[src/rtl/xif_dmem_arbiter_pkg.sv]
// rtl/xif_dmem_arbiter_pkg.sv - shared types and constants for the XIF/core data-RAM arbiter
package xif_dmem_arb_pkg;

  localparam int ID_W = 4;

  typedef enum logic {
    OWN_CORE = 1'b0,
    OWN_XIF  = 1'b1
  } owner_e;

  typedef struct packed {
    owner_e          owner;
    logic [ID_W-1:0] id;
  } route_t;

  typedef enum logic [1:0] {
    GNT_NONE = 2'd0,
    GNT_CWR  = 2'd1,
    GNT_CRD  = 2'd2,
    GNT_XIF  = 2'd3
  } grant_e;

  localparam logic [5:0] EXC_LD_FAULT = 6'd5;
  localparam logic [5:0] EXC_ST_FAULT = 6'd7;

endpackage

[src/rtl/xif_dmem_arbiter_if.sv]
// rtl/xif_dmem_arbiter_if.sv - core, XIF mem/mem_result and data-RAM signal bundle
interface xif_dmem_arbiter_if;
  import xif_dmem_arb_pkg::*;

  logic            core_rreq, core_rack, core_rresp;
  logic [31:0]     core_raddr, core_rdata;
  logic            core_wreq, core_wack;
  logic [31:0]     core_waddr, core_wdata;
  logic [3:0]      core_wstrb;
  logic            x_mem_valid, x_mem_ready, x_mem_we, x_mem_exc;
  logic [ID_W-1:0] x_mem_id, x_res_id;
  logic [31:0]     x_mem_addr, x_mem_wdata, x_res_rdata;
  logic [3:0]      x_mem_be;
  logic [5:0]      x_mem_excode;
  logic            x_res_valid, x_res_err;
  logic            m_req, m_ack, m_we, m_rresp;
  logic [31:0]     m_addr, m_wdata, m_rdata;
  logic [3:0]      m_wstrb;

  modport slave (
    input  core_rreq, core_raddr, core_wreq, core_waddr, core_wdata, core_wstrb,
           x_mem_valid, x_mem_id, x_mem_addr, x_mem_we, x_mem_be, x_mem_wdata,
           m_ack, m_rresp, m_rdata,
    output core_rack, core_rresp, core_rdata, core_wack,
           x_mem_ready, x_mem_exc, x_mem_excode, x_res_valid, x_res_id, x_res_rdata, x_res_err,
           m_req, m_we, m_addr, m_wdata, m_wstrb
  );

  modport master (
    output core_rreq, core_raddr, core_wreq, core_waddr, core_wdata, core_wstrb,
           x_mem_valid, x_mem_id, x_mem_addr, x_mem_we, x_mem_be, x_mem_wdata,
           m_ack, m_rresp, m_rdata,
    input  core_rack, core_rresp, core_rdata, core_wack,
           x_mem_ready, x_mem_exc, x_mem_excode, x_res_valid, x_res_id, x_res_rdata, x_res_err,
           m_req, m_we, m_addr, m_wdata, m_wstrb
  );

endinterface

[src/rtl/xif_dmem_arbiter_route_fifo.sv]
// rtl/xif_dmem_arbiter_route_fifo.sv - in-order FIFO recording the owner of each outstanding read
module xif_route_fifo
  import xif_dmem_arb_pkg::*;
#(
  parameter int DEPTH = 4,
  localparam int PW = $clog2(DEPTH)
) (
  input  logic    clk,
  input  logic    reset,
  input  logic    push,
  input  route_t  push_data,
  input  logic    pop,
  output route_t  head,
  output logic    full,
  output logic    empty,
  output logic [PW:0] count
);

  route_t          mem_q [DEPTH];
  route_t          mem_d [DEPTH];
  logic [PW-1:0]   wptr_q, wptr_d, rptr_q, rptr_d;
  logic [PW:0]     count_q, count_d;

  // Pointers are exactly PW bits wide, so increment wraps mod DEPTH.
  always_comb begin
    mem_d   = mem_q;
    wptr_d  = wptr_q;
    rptr_d  = rptr_q;
    count_d = count_q;
    if (push) begin
      mem_d[wptr_q] = push_data;
      wptr_d        = wptr_q + 1'b1;
    end
    if (pop) rptr_d = rptr_q + 1'b1;
    case ({push, pop})
      2'b10:   count_d = count_q + 1'b1;
      2'b01:   count_d = count_q - 1'b1;
      default: count_d = count_q;
    endcase
  end

  always_ff @(posedge clk or posedge reset) begin
    if (reset) begin
      for (int i = 0; i < DEPTH; i++) mem_q[i] <= '0;
      wptr_q  <= '0;
      rptr_q  <= '0;
      count_q <= '0;
    end else begin
      mem_q   <= mem_d;
      wptr_q  <= wptr_d;
      rptr_q  <= rptr_d;
      count_q <= count_d;
    end
  end

  assign head  = mem_q[rptr_q];
  assign count = count_q;
  assign full  = (count_q == (PW+1)'(DEPTH));
  assign empty = (count_q == '0);

endmodule

[src/rtl/xif_dmem_arbiter.sv]
// rtl/xif_dmem_arbiter.sv - shares the data-RAM port between core load/store and XIF memory requests
module xif_dmem_arbiter
  import xif_dmem_arb_pkg::*;
#(
  parameter int          OUTST      = 4,
  parameter int          STARVE_MAX = 8,
  parameter logic [31:0] DMEM_BASE  = 32'h0002_0000,
  parameter logic [31:0] DMEM_SIZE  = 32'h0002_0000
) (
  input logic               clk,
  input logic               reset,
  xif_dmem_arbiter_if.slave bus
);

  localparam int          CW         = $clog2(OUTST) + 1;
  localparam int          SW         = $clog2(STARVE_MAX + 1);
  localparam logic [31:0] DMEM_END   = DMEM_BASE + DMEM_SIZE;
  localparam logic [SW-1:0] STARVE_LIM = SW'(STARVE_MAX);

  grant_e          gnt_q, gnt_d, gnt;
  logic [SW-1:0]   starve_q, starve_d;
  logic [CW-1:0]   xout_q, xout_d;
  logic            res_valid_q, res_valid_d;
  logic [ID_W-1:0] res_id_q, res_id_d;
  logic [31:0]     res_rdata_q, res_rdata_d;

  logic            x_in_win, x_oow, pop, rd_room, cr_elig, x_elig, x_rd_push, x_pop;
  logic            fifo_push, fifo_full, fifo_empty;
  route_t          push_data, head;
  logic [CW-1:0]   fifo_count_unused;

  xif_route_fifo #(.DEPTH(OUTST)) u_fifo (
    .clk       (clk),
    .reset     (reset),
    .push      (fifo_push),
    .push_data (push_data),
    .pop       (pop),
    .head      (head),
    .full      (fifo_full),
    .empty     (fifo_empty),
    .count     (fifo_count_unused)
  );

  always_comb begin
    x_in_win = (bus.x_mem_addr >= DMEM_BASE) && (bus.x_mem_addr < DMEM_END);
    x_oow    = bus.x_mem_valid && !x_in_win;
    pop      = bus.m_rresp && !fifo_empty;
    // A response in the same cycle frees the slot a new read can take.
    rd_room  = !fifo_full || pop;
    cr_elig  = bus.core_rreq && rd_room;
    // Stores wait for all XIF loads so mem_result, which has no ready, stays in order.
    x_elig   = bus.x_mem_valid && x_in_win && (bus.x_mem_we ? (xout_q == '0) : rd_room);

    if (gnt_q != GNT_NONE)                     gnt = gnt_q;
    else if (starve_q == STARVE_LIM && x_elig) gnt = GNT_XIF;
    else if (bus.core_wreq)                    gnt = GNT_CWR;
    else if (cr_elig)                          gnt = GNT_CRD;
    else if (x_elig)                           gnt = GNT_XIF;
    else                                       gnt = GNT_NONE;

    bus.m_req   = (gnt != GNT_NONE);
    bus.m_we    = 1'b0;
    bus.m_addr  = '0;
    bus.m_wdata = '0;
    bus.m_wstrb = '0;
    case (gnt)
      GNT_CWR: begin
        bus.m_we    = 1'b1;
        bus.m_addr  = bus.core_waddr;
        bus.m_wdata = bus.core_wdata;
        bus.m_wstrb = bus.core_wstrb;
      end
      GNT_CRD: bus.m_addr = bus.core_raddr;
      GNT_XIF: begin
        bus.m_we    = bus.x_mem_we;
        bus.m_addr  = bus.x_mem_addr;
        bus.m_wdata = bus.x_mem_we ? bus.x_mem_wdata : 32'h0;
        bus.m_wstrb = bus.x_mem_we ? bus.x_mem_be : 4'h0;
      end
      default: ;
    endcase

    bus.core_wack    = bus.m_ack && (gnt == GNT_CWR);
    bus.core_rack    = bus.m_ack && (gnt == GNT_CRD);
    bus.x_mem_ready  = (bus.m_ack && (gnt == GNT_XIF)) || x_oow;
    bus.x_mem_exc    = x_oow;
    bus.x_mem_excode = !x_oow ? 6'd0 : (bus.x_mem_we ? EXC_ST_FAULT : EXC_LD_FAULT);

    gnt_d = (gnt != GNT_NONE && !bus.m_ack) ? gnt : GNT_NONE;

    x_rd_push       = bus.m_ack && (gnt == GNT_XIF) && !bus.x_mem_we;
    fifo_push       = bus.core_rack || x_rd_push;
    push_data.owner = (gnt == GNT_XIF) ? OWN_XIF : OWN_CORE;
    push_data.id    = (gnt == GNT_XIF) ? bus.x_mem_id : '0;

    x_pop  = pop && (head.owner == OWN_XIF);
    xout_d = xout_q + CW'(x_rd_push) - CW'(x_pop);

    if (bus.x_mem_ready)                              starve_d = '0;
    else if (bus.x_mem_valid && starve_q != STARVE_LIM) starve_d = starve_q + 1'b1;
    else                                              starve_d = starve_q;

    res_valid_d = 1'b0;
    res_id_d    = res_id_q;
    res_rdata_d = res_rdata_q;
    if (x_pop) begin
      res_valid_d = 1'b1;
      res_id_d    = head.id;
      res_rdata_d = bus.m_rdata;
    end else if (bus.m_ack && gnt == GNT_XIF && bus.x_mem_we) begin
      res_valid_d = 1'b1;
      res_id_d    = bus.x_mem_id;
      res_rdata_d = 32'h0;
    end

    bus.core_rresp  = pop && (head.owner == OWN_CORE);
    bus.core_rdata  = bus.core_rresp ? bus.m_rdata : 32'h0;
    bus.x_res_valid = res_valid_q;
    bus.x_res_id    = res_id_q;
    bus.x_res_rdata = res_rdata_q;
    bus.x_res_err   = 1'b0;
  end

  always_ff @(posedge clk or posedge reset) begin
    if (reset) begin
      gnt_q       <= GNT_NONE;
      starve_q    <= '0;
      xout_q      <= '0;
      res_valid_q <= 1'b0;
      res_id_q    <= '0;
      res_rdata_q <= '0;
    end else begin
      gnt_q       <= gnt_d;
      starve_q    <= starve_d;
      xout_q      <= xout_d;
      res_valid_q <= res_valid_d;
      res_id_q    <= res_id_d;
      res_rdata_q <= res_rdata_d;
    end
  end

endmodule

[src/flat_wrapper.sv]
// flat-port wrapper written by rule: the top's interface ports become plain ports
module xif_dmem_arbiter_flat import xif_dmem_arb_pkg::*;
#(
  parameter int          OUTST      = 4,
  parameter int          STARVE_MAX = 8,
  parameter logic [31:0] DMEM_BASE  = 32'h0002_0000,
  parameter logic [31:0] DMEM_SIZE  = 32'h0002_0000
)
  (clk, reset, bus_core_rreq, bus_core_raddr, bus_core_wreq, bus_core_waddr, bus_core_wdata, bus_core_wstrb, bus_x_mem_valid, bus_x_mem_id, bus_x_mem_addr, bus_x_mem_we, bus_x_mem_be, bus_x_mem_wdata, bus_m_ack, bus_m_rresp, bus_m_rdata, bus_core_rack, bus_core_rresp, bus_core_rdata, bus_core_wack, bus_x_mem_ready, bus_x_mem_exc, bus_x_mem_excode, bus_x_res_valid, bus_x_res_id, bus_x_res_rdata, bus_x_res_err, bus_m_req, bus_m_we, bus_m_addr, bus_m_wdata, bus_m_wstrb);
  xif_dmem_arbiter_if bus_i ();
  input logic clk;
  input logic reset;
  input wire logic [$bits(bus_i.core_rreq)-1:0] bus_core_rreq;
  input wire logic [$bits(bus_i.core_raddr)-1:0] bus_core_raddr;
  input wire logic [$bits(bus_i.core_wreq)-1:0] bus_core_wreq;
  input wire logic [$bits(bus_i.core_waddr)-1:0] bus_core_waddr;
  input wire logic [$bits(bus_i.core_wdata)-1:0] bus_core_wdata;
  input wire logic [$bits(bus_i.core_wstrb)-1:0] bus_core_wstrb;
  input wire logic [$bits(bus_i.x_mem_valid)-1:0] bus_x_mem_valid;
  input wire logic [$bits(bus_i.x_mem_id)-1:0] bus_x_mem_id;
  input wire logic [$bits(bus_i.x_mem_addr)-1:0] bus_x_mem_addr;
  input wire logic [$bits(bus_i.x_mem_we)-1:0] bus_x_mem_we;
  input wire logic [$bits(bus_i.x_mem_be)-1:0] bus_x_mem_be;
  input wire logic [$bits(bus_i.x_mem_wdata)-1:0] bus_x_mem_wdata;
  input wire logic [$bits(bus_i.m_ack)-1:0] bus_m_ack;
  input wire logic [$bits(bus_i.m_rresp)-1:0] bus_m_rresp;
  input wire logic [$bits(bus_i.m_rdata)-1:0] bus_m_rdata;
  output wire logic [$bits(bus_i.core_rack)-1:0] bus_core_rack;
  output wire logic [$bits(bus_i.core_rresp)-1:0] bus_core_rresp;
  output wire logic [$bits(bus_i.core_rdata)-1:0] bus_core_rdata;
  output wire logic [$bits(bus_i.core_wack)-1:0] bus_core_wack;
  output wire logic [$bits(bus_i.x_mem_ready)-1:0] bus_x_mem_ready;
  output wire logic [$bits(bus_i.x_mem_exc)-1:0] bus_x_mem_exc;
  output wire logic [$bits(bus_i.x_mem_excode)-1:0] bus_x_mem_excode;
  output wire logic [$bits(bus_i.x_res_valid)-1:0] bus_x_res_valid;
  output wire logic [$bits(bus_i.x_res_id)-1:0] bus_x_res_id;
  output wire logic [$bits(bus_i.x_res_rdata)-1:0] bus_x_res_rdata;
  output wire logic [$bits(bus_i.x_res_err)-1:0] bus_x_res_err;
  output wire logic [$bits(bus_i.m_req)-1:0] bus_m_req;
  output wire logic [$bits(bus_i.m_we)-1:0] bus_m_we;
  output wire logic [$bits(bus_i.m_addr)-1:0] bus_m_addr;
  output wire logic [$bits(bus_i.m_wdata)-1:0] bus_m_wdata;
  output wire logic [$bits(bus_i.m_wstrb)-1:0] bus_m_wstrb;
  assign bus_i.core_rreq = bus_core_rreq;
  assign bus_i.core_raddr = bus_core_raddr;
  assign bus_i.core_wreq = bus_core_wreq;
  assign bus_i.core_waddr = bus_core_waddr;
  assign bus_i.core_wdata = bus_core_wdata;
  assign bus_i.core_wstrb = bus_core_wstrb;
  assign bus_i.x_mem_valid = bus_x_mem_valid;
  assign bus_i.x_mem_id = bus_x_mem_id;
  assign bus_i.x_mem_addr = bus_x_mem_addr;
  assign bus_i.x_mem_we = bus_x_mem_we;
  assign bus_i.x_mem_be = bus_x_mem_be;
  assign bus_i.x_mem_wdata = bus_x_mem_wdata;
  assign bus_i.m_ack = bus_m_ack;
  assign bus_i.m_rresp = bus_m_rresp;
  assign bus_i.m_rdata = bus_m_rdata;
  assign bus_core_rack = bus_i.core_rack;
  assign bus_core_rresp = bus_i.core_rresp;
  assign bus_core_rdata = bus_i.core_rdata;
  assign bus_core_wack = bus_i.core_wack;
  assign bus_x_mem_ready = bus_i.x_mem_ready;
  assign bus_x_mem_exc = bus_i.x_mem_exc;
  assign bus_x_mem_excode = bus_i.x_mem_excode;
  assign bus_x_res_valid = bus_i.x_res_valid;
  assign bus_x_res_id = bus_i.x_res_id;
  assign bus_x_res_rdata = bus_i.x_res_rdata;
  assign bus_x_res_err = bus_i.x_res_err;
  assign bus_m_req = bus_i.m_req;
  assign bus_m_we = bus_i.m_we;
  assign bus_m_addr = bus_i.m_addr;
  assign bus_m_wdata = bus_i.m_wdata;
  assign bus_m_wstrb = bus_i.m_wstrb;
  xif_dmem_arbiter #(.OUTST(OUTST), .STARVE_MAX(STARVE_MAX), .DMEM_BASE(DMEM_BASE), .DMEM_SIZE(DMEM_SIZE)) u_core (.clk(clk), .reset(reset), .bus(bus_i));
endmodule
[config.mk]
export PLATFORM = sky130hd
export DESIGN_NAME = xif_dmem_arbiter_flat
export DESIGN_NICKNAME = d
export VERILOG_FILES = /design/src/rtl/xif_dmem_arbiter_pkg.sv /design/src/rtl/xif_dmem_arbiter_if.sv /design/src/rtl/xif_dmem_arbiter_route_fifo.sv /design/src/rtl/xif_dmem_arbiter.sv /design/src/flat_wrapper.sv
export SDC_FILE = /design/constraint.sdc
export NUM_CORES = 1
export LEC_CHECK = 0
export CAP_MARGIN = 10
export CELL_PAD_IN_SITES_DETAIL_PLACEMENT = 1
export CELL_PAD_IN_SITES_GLOBAL_PLACEMENT = 1
export CORE_MARGIN = 1.5
export CORE_UTILIZATION = 21
export DETAILED_ROUTE_END_ITERATION = 10
export PLACE_DENSITY = 0.88
export SLEW_MARGIN = 10
export SYNTH_ARGS = -nofsm -noshare
export SYNTH_HDL_FRONTEND = slang
export SYNTH_SLANG_ARGS = --single-unit
[constraint.sdc]
create_clock -name clk -period 2.95 [get_ports clk]
set_input_delay 0.4425 -clock clk [delete_from_list [all_inputs] [get_ports clk]]
set_output_delay 0.4425 -clock clk [all_outputs]
set_load 0.01 [all_outputs]
==> results.toml, run 1 <==
[run_status]
status = "complete, but fails checks"
failed_checks = "setup timing"

[pwr]
p_per_area_nw_per_um2 = 545.9
vdd_drop_max_mv = 0.2942
p_leak_nw = 4.430

[logic_synthesis]
yosysMostFrequentCell = "nand2_1"
yosys-top-cells-area = "dfrtp_1, nand2_1, mux2i_1"
synth-seq-cells = 73
yosys-top-cells-count = "nand2_1, dfrtp_1, nand3_1, and2_1, a21oi_1"
syn-cell-area_um2 = 4937
seq_area_frac_synth_pct = 37.00
synth-main-ff-cell = "dfrtp_1"
ys_warn_count = 0
yosysUniqueCellTypes = 43
syn-instance-count = 566
async_reset_ff_share_pct = 100.0
avgSynthCellArea_um2 = 8.723
synth_top_area_share_pct = 37.00
synth_edf_count = 0
yosys.area.top_type = "dfrtp_1"

[timing]
post-route-worst-setup-slack_ns = -0.3738
fin_worst_skew_ns = 0.008127
final.setup.tns_ns = -19.67
finalSetupViolCount = 73
hold_slack_ns = 0.4438
hold_viol = 0
timing.final.crit_share_pct = 112.7
min_period_ns = 3.324
fmax_mhz = 300.9
drv_slew = 0
rsz0062_at_grt = "true"

[drt]
drc = 0
wl_um = 24390
drt_iter0_drc = 191
firstDrtPassIters = 4
viasPerCell = 4.530
antenna_left = 0
num_vias = 5930
wl_per_cell_um = 18.63

[clock_network]
clk_path_buf_depth = 2
numCtsBuffers = 9
clk_pin_slew_ns = 0.06
cts_sinks = 73
holdBufCountCts = 0
clock_latency_ns = 0.34
cts_tree = "done"
cts_root_buffer = "clkbuf_16"
htree_num_levels = 3

[die]
core_area_um2 = 22850
ios = 363
initial_core_util_pct = 21.61
die_w_um = 156.3
row_count = 55
die_height_um = 156.3
dieArea_um2 = 24440

[flow_run]
max_cap_viol_count = 0

[global_route]
grt_pass1_vias = 6687
grt_max_degree = 43
grt_pass1_wl_um = 36350
overflow = 0
antenna_found_initial = 1
grt_util_all_layers_pct = 19.51

[worst_setup_path]
cpPeakStageDelay_ns = 0.57
worstPathCellList = "dlygate4sd2_1 > or4b_4 > a22oi_2 > nor2_1 > buf_4 > a221oi_4 > buf_12 > buf_12 > buf_4 > buf_6 > nand2_1 > a21oi_1 > buf_2"
rrSetupSlack_ns = -0.03
r2r_cells = 13
crit_slowest_cell = "or4b_4"
arrival_ns = 2.88
timing.critical_path.from = "bus_m_rresp"
setup.worst_path.class = "in -> out"
end_kind = "output port"
startpoint_type = "input pin"
crit_family = "buffers and inverters"
crit_required_ns = 2.51
cp_max_fo = 6
regToRegEndpoint = "u_core.u_fifo.count[2]"
cp.buffers_inverters = 7
r2r_start = "u_core.u_fifo.count[0]"

[placement]
place_area_um2 = 9399
gp_congestion = 0.8851
hpwl_um = 18170
port_buffers = 358

[cells_and_area]
nFillCells = 2604
fin_area_um2 = 10130
drive_above_1_share_pct = 26.63
areaGrowthSynthToFinish_pct = 105.2
final_nets = 1213
fin_util_pct = 44.34

[hold_path]
min-delay-path-class = "in -> async"
==> logic make-up after synthesis <==
family	share of synthesized area [%]
multiplexers	14.57
AND/OR/NAND/NOR	22.07
flip-flops	37.00
XOR/XNOR	1.951
AO/OA/AOI/OAI	15.28
other	0.07595
buffers and inverters	5.955
adder cells (fa/ha/maj)	3.092
==> state kept, by name, summed over array words and instances, names as in the netlist <==
name                    flops
u_core.gnt_q                2
u_core.u_fifo.wptr_q        2
u_core.u_fifo.count         3
u_core.starve_q             4
u_core.bus.x_res_valid      1
u_core.u_fifo.rptr_q        2
u_core.bus.x_res_id         4
u_core.u_fifo.mem_q        20
u_core.bus.x_res_rdata     32
u_core.xout_q               3
==> worst max-delay path by stage <==
stage,depth (start not counted),to
2_1_floorplan,11,u_core.u_fifo.count[2]
3_3_place_gp,11,bus_m_wdata[28]
3_5_place_dp,11,bus_m_addr[17]
4_1_cts,10,bus_m_addr[4]
5_1_grt,12,bus_m_wdata[22]
6_report,13,bus_m_wdata[22]
==> timing repair <==
item,in CTS,in global routing
pin swaps,29,11
buffers inserted,25,3
resized for setup,384,20
setup endpoints to repair,79,128
cloned,4,2
==> layout by cell type, fill, tap and decap left out, types with 3 or more instances in the layout <==
cell               n
clkdlybuf4s50_1  275
nand2_1          100
dfrtp_1           73
buf_2             69
buf_4             55
and2_1            38
mux2i_1           37
nand3_1           37
o21ai_0           32
buf_6             24
a21oi_1           22
mux2_1            21
o2bb2ai_1         19
buf_12            17
a21oi_2           16
nor2_1            14
inv_1             13
o2bb2ai_2         13
clkbuf_16         11
nand2_2            9
dlygate4sd2_1      9
ha_1               8
xnor2_1            6
mux4_2             5
xor2_1             4
o21ai_1            4
nand2_4            4
conb_1             4
nor4_2             3
nand4_2            3
nand3_2            3
clkinvlp_4         3
buf_16             3
==> metrics by stage <==
stage          total power [mW]  cells  setup WS, ns
3_3_place_gp              4.121   1261       -0.7499
2_1_floorplan             2.592    569      0.005091
4_1_cts                   5.533   1306       -0.4331
5_1_grt                   5.894   1308       -0.4829
6_report                  5.531   1309       -0.3738
3_5_place_dp              4.237   1261       -0.8023
==> layout make-up <==
class	instances	area, um2	area share, %
Timing Repair Buffer	459	4398	43.41
Multi-Input combinational cell	432	3153	31.12
Sequential cell	73	1827	18.03
Tap cell	313	391.6	3.866
Clock buffer	9	225.2	2.223
Clock inverter	7	77.57	0.7657
Inverter	15	56.30	0.5558
Antenna cell	1	2.502	0.02470
==> where the power goes <==
group | switching, mW | internal, mW | total [mW]
Combinational | 1.28 | 1.64 | 2.92
Clock | 0.462 | 0.662 | 1.12
Sequential | 0.187 | 1.30 | 1.49
==> per-layer routing <==
| metal | GRT usage, % | part of all wire, % | wire length [um] | vias to the layer above |
|---|---|---|---|---|
| li1 | - | - | - | 2815 |
| met1 | 20.16 | 36 | 8896 | 2817 |
| met2 | 37.14 | 54 | 13110 | 243 |
| met3 | 4.043 | 5.6 | 1362 | 55 |
| met4 | 9.615 | 4.2 | 1026 | 0 |
| met5 | 0 | 0 | 0 | - |
No activity file was read; power rests on OpenSTA's default activity.
==> run 2: changes to the inputs <==
Settings changed: CTS_BUF_LIST set to sky130_fd_sc_hd__clkbuf_16.
==> results of run 2 <==
The final DEF is identical to that of run 1; final timing and power are the same.
